### config.mk
export PLATFORM = sky130hd
export DESIGN_NAME = i2s_tx_frame_scheduler
export DESIGN_NICKNAME = d
export VERILOG_FILES = /design/src/rtl/i2s_tx_frame_scheduler.sv
export SDC_FILE = /design/constraint.sdc
export NUM_CORES = 1
export LEC_CHECK = 0
export ABC_AREA = 0
export CORE_UTILIZATION = 58
export CTS_BUF_LIST = sky130_fd_sc_hd__clkbuf_2 sky130_fd_sc_hd__clkbuf_4 sky130_fd_sc_hd__clkbuf_8
export CTS_CLUSTER_DIAMETER = 150
export CTS_CLUSTER_SIZE = 30
export DETAILED_ROUTE_END_ITERATION = 6
export PLACE_DENSITY = 0.91
export SLEW_MARGIN = 10
export SYNTH_ARGS = -nofsm -noshare
export SYNTH_HDL_FRONTEND = slang
export SYNTH_SLANG_ARGS = --single-unit
### constraint.sdc
create_clock -name aud_mclk -period 4.2 [get_ports aud_mclk]
set_input_delay 0.84 -clock aud_mclk [delete_from_list [all_inputs] [get_ports aud_mclk]]
set_output_delay 0.84 -clock aud_mclk [all_outputs]
set_load 0.005 [all_outputs]
### src/rtl/i2s_tx_frame_scheduler.sv
// I2S transmit frame scheduler: captures L/R samples over AXI-Stream, divides aud_mclk into SCLK/LRCLK
// and serialises standard I2S frames MSB-first. Define I2S_TX_UNDERFLOW_CNT_EN to add underflow_cnt.
module i2s_tx_frame_scheduler #(
  parameter int AUD_WIDTH  = 24,
  parameter int DATA_WIDTH = 32,
  parameter int TID_WIDTH  = 3,
  parameter int DIV_WIDTH  = 8
) (
  input  logic                  aud_mclk,
  input  logic                  aud_mrst,
  input  logic                  ctrl_en,
  input  logic [DIV_WIDTH-1:0]  sclk_div,
  input  logic                  irq_clr,
  input  logic [DATA_WIDTH-1:0] s_axis_aud_tdata,
  input  logic [TID_WIDTH-1:0]  s_axis_aud_tid,
  input  logic                  s_axis_aud_tvalid,
  output logic                  s_axis_aud_tready,
  output logic                  sclk_out,
  output logic                  lrclk_out,
  output logic                  sdata_out,
  output logic                  busy,
  output logic                  underflow,
`ifdef I2S_TX_UNDERFLOW_CNT_EN
  output logic                  chan_err,
  output logic [15:0]           underflow_cnt
`else
  output logic                  chan_err
`endif
);

  typedef enum logic [1:0] {IDLE, WAIT_FILL, RUN} state_t;

  state_t                 state, state_nx;
  logic [AUD_WIDTH-1:0]   slot_l, slot_r;
  logic [1:0]             slot_full, slot_full_nx;
  logic                   exp_ch;
  logic [DIV_WIDTH-1:0]   div_cnt, d_cur, d_new;
  logic [5:0]             bit_cnt, bit_nx;
  logic [63:0]            frame, pair_vec, frame_nx;
  logic                   both_full, accept, tid_ok, take;
  logic                   tick, wrap, reload, enter_run, go_idle;
  logic                   uf_set, ce_set;
  logic                   unused_hi;

  assign unused_hi = ^s_axis_aud_tdata[DATA_WIDTH-1:AUD_WIDTH];

  assign both_full         = &slot_full;
  assign s_axis_aud_tready = (state != IDLE) && !slot_full[exp_ch];
  assign busy              = (state != IDLE);
  assign accept            = s_axis_aud_tvalid && s_axis_aud_tready;
  assign tid_ok            = (s_axis_aud_tid == TID_WIDTH'(exp_ch));
  assign take              = accept && tid_ok;

  // Each half-frame is a 0 delay bit, the sample MSB-first, then zero padding to 32 bits.
  assign pair_vec = {32'(slot_l) << (31 - AUD_WIDTH), 32'(slot_r) << (31 - AUD_WIDTH)};
  assign frame_nx = both_full ? pair_vec : 64'd0;

  assign d_new  = (sclk_div == '0) ? DIV_WIDTH'(1) : sclk_div;
  assign tick   = (state == RUN) && (div_cnt == d_cur - DIV_WIDTH'(1));
  assign bit_nx = bit_cnt + 6'd1;
  assign wrap   = tick && sclk_out && (bit_cnt == 6'd63);
  assign reload = wrap && ctrl_en;
  assign uf_set = reload && !both_full;
  assign ce_set = accept && !tid_ok;

  always_ff @(posedge aud_mclk) begin
    if (aud_mrst) state <= IDLE;
    else          state <= state_nx;
  end

  always_comb begin
    state_nx  = state;
    enter_run = 1'b0;
    go_idle   = 1'b0;
    case (state)
      IDLE:      if (ctrl_en) state_nx = WAIT_FILL;
      WAIT_FILL: begin
        if (!ctrl_en) begin
          state_nx = IDLE;
          go_idle  = 1'b1;
        end else if (both_full) begin
          state_nx  = RUN;
          enter_run = 1'b1;
        end
      end
      RUN: begin
        // A stop request only takes effect at the frame boundary, so re-enabling before it cancels.
        if (wrap && !ctrl_en) begin
          state_nx = IDLE;
          go_idle  = 1'b1;
        end
      end
      default:   state_nx = IDLE;
    endcase
  end

  always_comb begin
    slot_full_nx = slot_full;
    if (enter_run || (reload && both_full)) slot_full_nx = 2'b00;
    if (take) slot_full_nx[exp_ch] = 1'b1;
    if (go_idle) slot_full_nx = 2'b00;
  end

  always_ff @(posedge aud_mclk) begin
    if (aud_mrst) begin
      slot_full <= 2'b00;
      exp_ch    <= 1'b0;
      slot_l    <= '0;
      slot_r    <= '0;
    end else begin
      slot_full <= slot_full_nx;
      if (go_idle)   exp_ch <= 1'b0;
      else if (take) exp_ch <= ~exp_ch;
      if (take && !exp_ch) slot_l <= s_axis_aud_tdata[AUD_WIDTH-1:0];
      if (take &&  exp_ch) slot_r <= s_axis_aud_tdata[AUD_WIDTH-1:0];
    end
  end

  always_ff @(posedge aud_mclk) begin
    if (aud_mrst) begin
      div_cnt   <= '0;
      d_cur     <= DIV_WIDTH'(1);
      sclk_out  <= 1'b0;
      bit_cnt   <= 6'd0;
      lrclk_out <= 1'b0;
      sdata_out <= 1'b0;
      frame     <= 64'd0;
    end else if (state != RUN || go_idle) begin
      div_cnt   <= '0;
      sclk_out  <= 1'b0;
      bit_cnt   <= 6'd0;
      lrclk_out <= 1'b0;
      sdata_out <= 1'b0;
      if (enter_run) begin
        frame <= pair_vec;
        d_cur <= d_new;
      end
    end else if (tick) begin
      div_cnt  <= '0;
      d_cur    <= d_new;
      sclk_out <= ~sclk_out;
      // Data and word select change only on the SCLK falling toggle.
      if (sclk_out) begin
        bit_cnt   <= bit_nx;
        lrclk_out <= bit_nx[5];
        if (wrap) begin
          frame     <= frame_nx;
          sdata_out <= frame_nx[63];
        end else begin
          sdata_out <= frame[~bit_nx];
        end
      end
    end else begin
      div_cnt <= div_cnt + DIV_WIDTH'(1);
    end
  end

  always_ff @(posedge aud_mclk) begin
    if (aud_mrst) begin
      underflow <= 1'b0;
      chan_err  <= 1'b0;
    end else begin
      underflow <= uf_set | (underflow & ~irq_clr);
      chan_err  <= ce_set | (chan_err & ~irq_clr);
    end
  end

`ifdef I2S_TX_UNDERFLOW_CNT_EN
  always_ff @(posedge aud_mclk) begin
    if (aud_mrst)
      underflow_cnt <= 16'd0;
    else if (uf_set)
      underflow_cnt <= irq_clr ? 16'd1 :
                       (underflow_cnt == 16'hFFFF) ? underflow_cnt : underflow_cnt + 16'd1;
    else if (irq_clr)
      underflow_cnt <= 16'd0;
  end
`endif

endmodule
==> metrics.txt <==
routed wire length=12900 um; Final Wtd Congestion=0.913; max incr delay on CP=0.55 ns; Via density=6.19; number of max-cap violations=0; pins over their slew limit=0; vias in the first global route=4624; post-cts resize count=0; crit start category=flop; fin crit period=3.11 ns; status=completed; Layout area overhead=16.0%; ANT cells=0; Worst Clk Skew=0.0161 ns; Worst IR Drop VDD=0.176 mV; family with the most delay on the worst path=compound AO/OA/AOI/OAI gates; LEAKAGE=2.36 nW; Final Instance Count excl. Fillers=748; pin count of the biggest net entering global routing=57; Yosys reg bits=127; num rows=35; Synth Area in XOR/XNOR=0.0416; CTS tree=yes; total setup buffers inserted after CTS=0; Tightest Pin Transition=0.969 ns; # hold bufs at CTS=0; total core area=9200 um2; TritonCTS Buffers=17; Synth Flop Type=dfxtp_1; net switching power=0.000646 W; FF/Latch Area=2540 um2; Pint=0.00178 W; # port buffers=46; die height=99.1 um; Post-Syn Area per Cell=9.24 um2; Compound-Gate Fraction of Synth Area=0.186; Synth Area in Adders=0.0160; sequential fraction of the synthesis area=0.465; highest clock rate=321 MHz; Gate power share=0.050; Cells after DPL=716; gr usage total=0.282; Final Setup Violations=0; Flop pwr share=0.500; antenna-violating nets left=0; latest clock arrival within the worst-skew pair=0.44 ns; Starting Density=0.595; mux cell area share after synthesis=0.0659; clk buf depth=2; pwr dens=382 nW/um2; most common cell after layout, fill and taps aside=dfxtp_1; fill count=646; nets=679; asr flop ratio synth=0; Final Cycle Share=0.741; hpwl dp=8330 um; Setup CP Type=flop to flop; commonest cells after routing, fill and taps aside=dfxtp_1, nand2_1, a21oi_1, a22o_1, clkdlybuf4s50_1; share of power burned in the clock network=0.449; total power=0.00242 W; CP endpoint kind=flop; DR pass1 iterations=6; Max transition margin=0.354; synth warn=0; vias=4633; layout cells sized above 1=0.0879; multi-input logic area=2680 um2; CTS root buffer=clkbuf_8; first-pass GRT wire length=21800 um; post-DR wirelength/cell=17.3 um; Post-synth EDFFs=0; Yosys cell types=54; CP max stage cell=or3_1; Remaining Overflow, GRT=0; DP Area=5930 um2; Hold WS=0.458 ns; num ports=55; Synth Instances=592; Worst Path Arrival=3.44 ns; DR iter-0 viols=389; Hold WC Path Type=flop to flop; syn_nets=647; Sum Neg Setup Slack=0 ns; number of H-tree levels=4; Synth Area in Simple Gates=0.179; initial antenna violation count=0; CTS sink count=127; critical path data required time=4.53 ns; critical-path maximum fanout=48; post-route cell area=6350 um2; main combinational cell family by area after synthesis=compound AO/OA/AOI/OAI gates; RSZ-0062 raised after global routing=no; clock slew at reported path FFs=0.08 ns; Sw Share=0.267; cells along the critical path=inv_1 > ha_1 > o21ba_1 > a221oi_2 > o22ai_1 > or3_1 > o311a_1 > buf_4 > a22o_1; # DRC=0; Die ar.=9830 um2; Die Wd=99.1 um; Final Hold Vio Count=0; Mapped Area=5470 um2; Buffers & Inverters on Critical Path=2
registers in the layout, indices dropped and copies added (netlist names):
signal / count
slot_r: 24
sdata_out: 1
underflow: 1
d_cur: 8
state: 2
div_cnt: 8
exp_ch: 1
frame: 48
bit_cnt: 5
slot_l: 24
chan_err: 1
slot_full: 2
lrclk_out: 1
sclk_out: 1
worst reg2reg max path, stage by stage (launching register included):
cell      delay (ns)
dfxtp_1         0.44
inv_1           0.07
ha_1            0.26
o21ba_1         0.21
a221oi_2        0.31
o22ai_1         0.17
or3_1           0.55
o311a_1         0.37
buf_4           0.28
a22o_1          0.33
final timing paths:
| check | slack [ns] | to | cells past startpoint | startpoint |
|---|---|---|---|---|
| max | 1.09 | frame[54]$_SDFFE_PP0P_ | 9 | d_cur[0]$_SDFFE_PP1P_ |
| min | 0.46 | slot_r[17]$_SDFFE_PP0P_ | 2 | slot_r[17]$_SDFFE_PP0P_ |
| max reg2reg | 1.09 | frame[54]$_SDFFE_PP0P_ | 9 | d_cur[0]$_SDFFE_PP1P_ |
| min reg2reg | 0.46 | slot_r[17]$_SDFFE_PP0P_ | 2 | slot_r[17]$_SDFFE_PP0P_ |
synthesized netlist by cell type (6+ instances only):
library cell / n / area [um2]
and3_1: 11 / 68.8
nor2b_1: 6 / 37.5
clkbuf_1: 27 / 101
buf_2: 8 / 40.0
a22o_1: 48 / 420
mux4_2: 8 / 180
xor2_1: 14 / 123
a21oi_1: 60 / 300
mux2i_1: 18 / 180
buf_6: 6 / 67.6
nand3_1: 40 / 200
xnor2_1: 12 / 105
inv_1: 9 / 33.8
ha_1: 7 / 87.6
nor2_1: 20 / 75.1
nand2_1: 98 / 368
dfxtp_1: 127 / 2540
nor3_1: 9 / 45.0
power by group through the flow:
stage          registers [W]   logic, W  clock network [W]
2_1_floorplan        0.00124  0.0000566                  0
3_3_place_gp         0.00124   0.000117                  0
3_5_place_dp         0.00124   0.000120                  0
4_1_cts              0.00121   0.000121            0.00110
5_1_grt              0.00121   0.000133            0.00116
6_report             0.00121   0.000122            0.00109
layer usage:
layer / up-vias / GRT usage / wire length (um) / part of all wire
li1: 2186 / - / - / -
met1: 2201 / 0.341 / 5110 / 0.40
met2: 203 / 0.472 / 6500 / 0.50
met3: 43 / 0.0647 / 954 / 0.074
met4: 0 / 0.144 / 359 / 0.028
met5: - / 0.0205 / 0 / 0
cell type report:
type	count	share of cell area
clock buffers	17	0.0369
clock inverters	15	0.0292
inverters	10	0.00591
multi-input cells	412	0.422
flip-flops and latches	127	0.401
well taps	111	0.0219
repair buffers	56	0.0836
cell families (layout without fill, tap and decap cells):
kind of cell / after synthesis / in the layout
mux: 26 / 26
compound gates: 144 / 144
xor+xnor: 26 / 26
simple gates: 209 / 209
fa+ha+maj: 7 / 7
flops: 127 / 127
buf+inv: 53 / 98
stage by stage:
step           worst slack (ns)   util
2_1_floorplan              1.66      -
3_3_place_gp               1.12  0.645
3_5_place_dp               1.04  0.645
4_1_cts                    1.12  0.690
5_1_grt                   0.942  0.690
6_report                   1.09  0.690
(Power assumes the default switching activity.)
==> edit, RTL diff (same settings) <==
Change the parameter `DIV_WIDTH` from 8 to 6.
--- a/src/rtl/i2s_tx_frame_scheduler.sv
+++ b/src/rtl/i2s_tx_frame_scheduler.sv
@@ -4,7 +4,7 @@
   parameter int AUD_WIDTH  = 24,
   parameter int DATA_WIDTH = 32,
   parameter int TID_WIDTH  = 3,
-  parameter int DIV_WIDTH  = 8
+  parameter int DIV_WIDTH  = 6
 ) (
   input  logic                  aud_mclk,
   input  logic                  aud_mrst,
Ports: changed (resized sclk_div); port bits go from 55 to 53. No check against the original RTL was run, so the function may have changed too.
==> edit against the original RTL <==
  * Die area decreased by 6.6%
  * Design area shrank 5.5%
  * Power down 0.59%
  * Synthesized area shrank 6.7%
  * Clock power rose by 6%
  * Wire length fell by 8.0%
  * Worst hold slack improved by 0.00090 ns
  * Sequential cell count is 4 lower
  * Sequential power decreased by 3%
  * Worst setup slack gained 0.19 ns
  * Largest power group unchanged
  * Highest routed layer unchanged
==> edit: results (changes against the original RTL) <==
----------------------------------------------------
[Status]
  Run status ... completed

[Cells and area]
  Total number of multi-input combinational cells ... 377 (-8.5%)
  Fillers ... 583 (-9.8%)
  Layout Cells excl Fill ... 698 (-6.7%)
  Multi-input logic portion of the cell area ... 0.4073 (-0.01474)
  Share of cells above drive strength 1 ... 0.1046 (+0.01664)
  Non-Clock Buffer Count ... 51 (-8.9%)
  Register area ... 2462 um^2 (-3.1%)
  Clock Network Area Fraction ... 0.07278 (+0.006748)
  Nets ... 632 (-6.9%)

[STA]
  Transition time at the pin with the least slew margin ... 1.031 ns (+0.06219 ns)
  Tmin final ... 2.920 ns (-0.1925 ns)
  Worst clock skew on the final layout ... 0.01364 ns (-0.002503 ns)

[Synth]
  Sequential area share after synthesis ... 0.4824 (+0.01768)
  Count of mapped cells out of synthesis ... 550 (-7.1%)
  Synthesized netlist net count ... 602 (-7.0%)
  XOR/XNOR share of the synthesized area ... 0.03603 (-0.005590)
  Compound-Gate Fraction of Synth Area ... 0.1897 (+0.003564)
  Fraction of the mapped netlist area in adder cells ... 0.01471 (-0.001301)
  Number of unique standard cell types used by synthesis ... 50 (-7.4%)
  Mux contribution to synthesized area ... 0.07549 (+0.009632)

[GRT]
  Met2 routing resource usage after global routing ... 0.4780 (+0.006217)
  Grt met3 use ... 0.07188 (+0.007228)
  Via count of the first global-routing pass ... 4123 (-11%)
  Global-route wire length before repair ... 19370 um (-11%)
  GR met1 Demand/Resource ... 0.3287 (-0.01195)
  Tot GR Track Use ... 0.2827 (+0.0008100)
  Maximum number of pins on one net before global-route repair ... 59 (+3.5%)

[Die]
  Effective utilization at floorplan ... 0.6090 (+0.01408)

[Power]
  Clock network power ... 1.15 mW (+6%)
  Worst vdd ir ... 0.3282 mV (+86%)
  Switching power ... 0.5854 mW (-9.4%)
  Share of power burned in combinational logic ... 0.037 (-0.013)
  Leakage ... 2.068 nW (-13%)

[Critical path]
  Crit path max-delay cell type ... sky130_fd_sc_hd__or4_4
  Signal arrival time at the worst endpoint ... 3.28 ns (-0.16 ns)
  Depth of the most critical reg-to-reg path ... 10 (+1)
  Longest individual stage delay on the worst path ... 0.53 ns (-0.02 ns)
  Kind of cell with the highest combined delay on the critical path ... simple AND/OR/NAND/NOR gates

[Placed design]
  Detail Placement HPWL ... 7316 um (-12%)
  Count of buffers from port buffering ... 44 (-4.3%)
  Minimum setup slack after placement ... 1.202 ns (+0.1641 ns)
  Placed instance count ... 666 (-7.0%)
  GPL Wtd Cong ... 0.8507 (-6.9%)

[Hold path]
  Hold wc startpoint ... slot_l[10]$_SDFFE_PP0P_

[Detailed routing]
  Number of violations reported at the end of detailed-routing iteration 0 ... 304 (-22%)
  Post-detailed-routing wire length ... 11890 um (-8.0%)
  Post-detailed-route via-to-cell ratio ... 6.120 (-1.2%)

[Clock tree]
  Clk sinks ... 123 (-3.1%)

----------------------------------------------------
==> edit: per-layer routing <==
layer	routed length, um	share of wire	vias up
li1	-	-	2010
met1	4922	0.41	2069
met2	6029	0.51	157
met3	628	0.053	36
met4	304	0.026	0
met5	0	0	-
==> edit: cells by family after synthesis <==
| logic type | after synthesis |
|---|---|
| muxes | 27 |
| buffers and inverters | 50 |
| and+or+nand+nor | 183 |
| AOI/OAI and AO/OA | 140 |
| adders and majority gates | 6 |
| DFF | 123 |
| xor gates and xnor gates | 21 |
==> edit: stage by stage <==
step,hold WS (ns),instance area [um^2],power [mW]
3_5_place_dp,0.4462,5563,1.285
3_3_place_gp,0.4412,5563,1.283
6_report,0.4588,6000,2.410
5_1_grt,0.4794,6000,2.477
2_1_floorplan,0.4360,5105,1.231
4_1_cts,0.4580,6000,2.416
==> edit: worst min-delay path, cell delays in order, from the launching register on <==
cell and delay, ns:
sky130_fd_sc_hd__dfxtp_1 0.31, sky130_fd_sc_hd__nand2_1 0.05, sky130_fd_sc_hd__a21oi_1 0.05
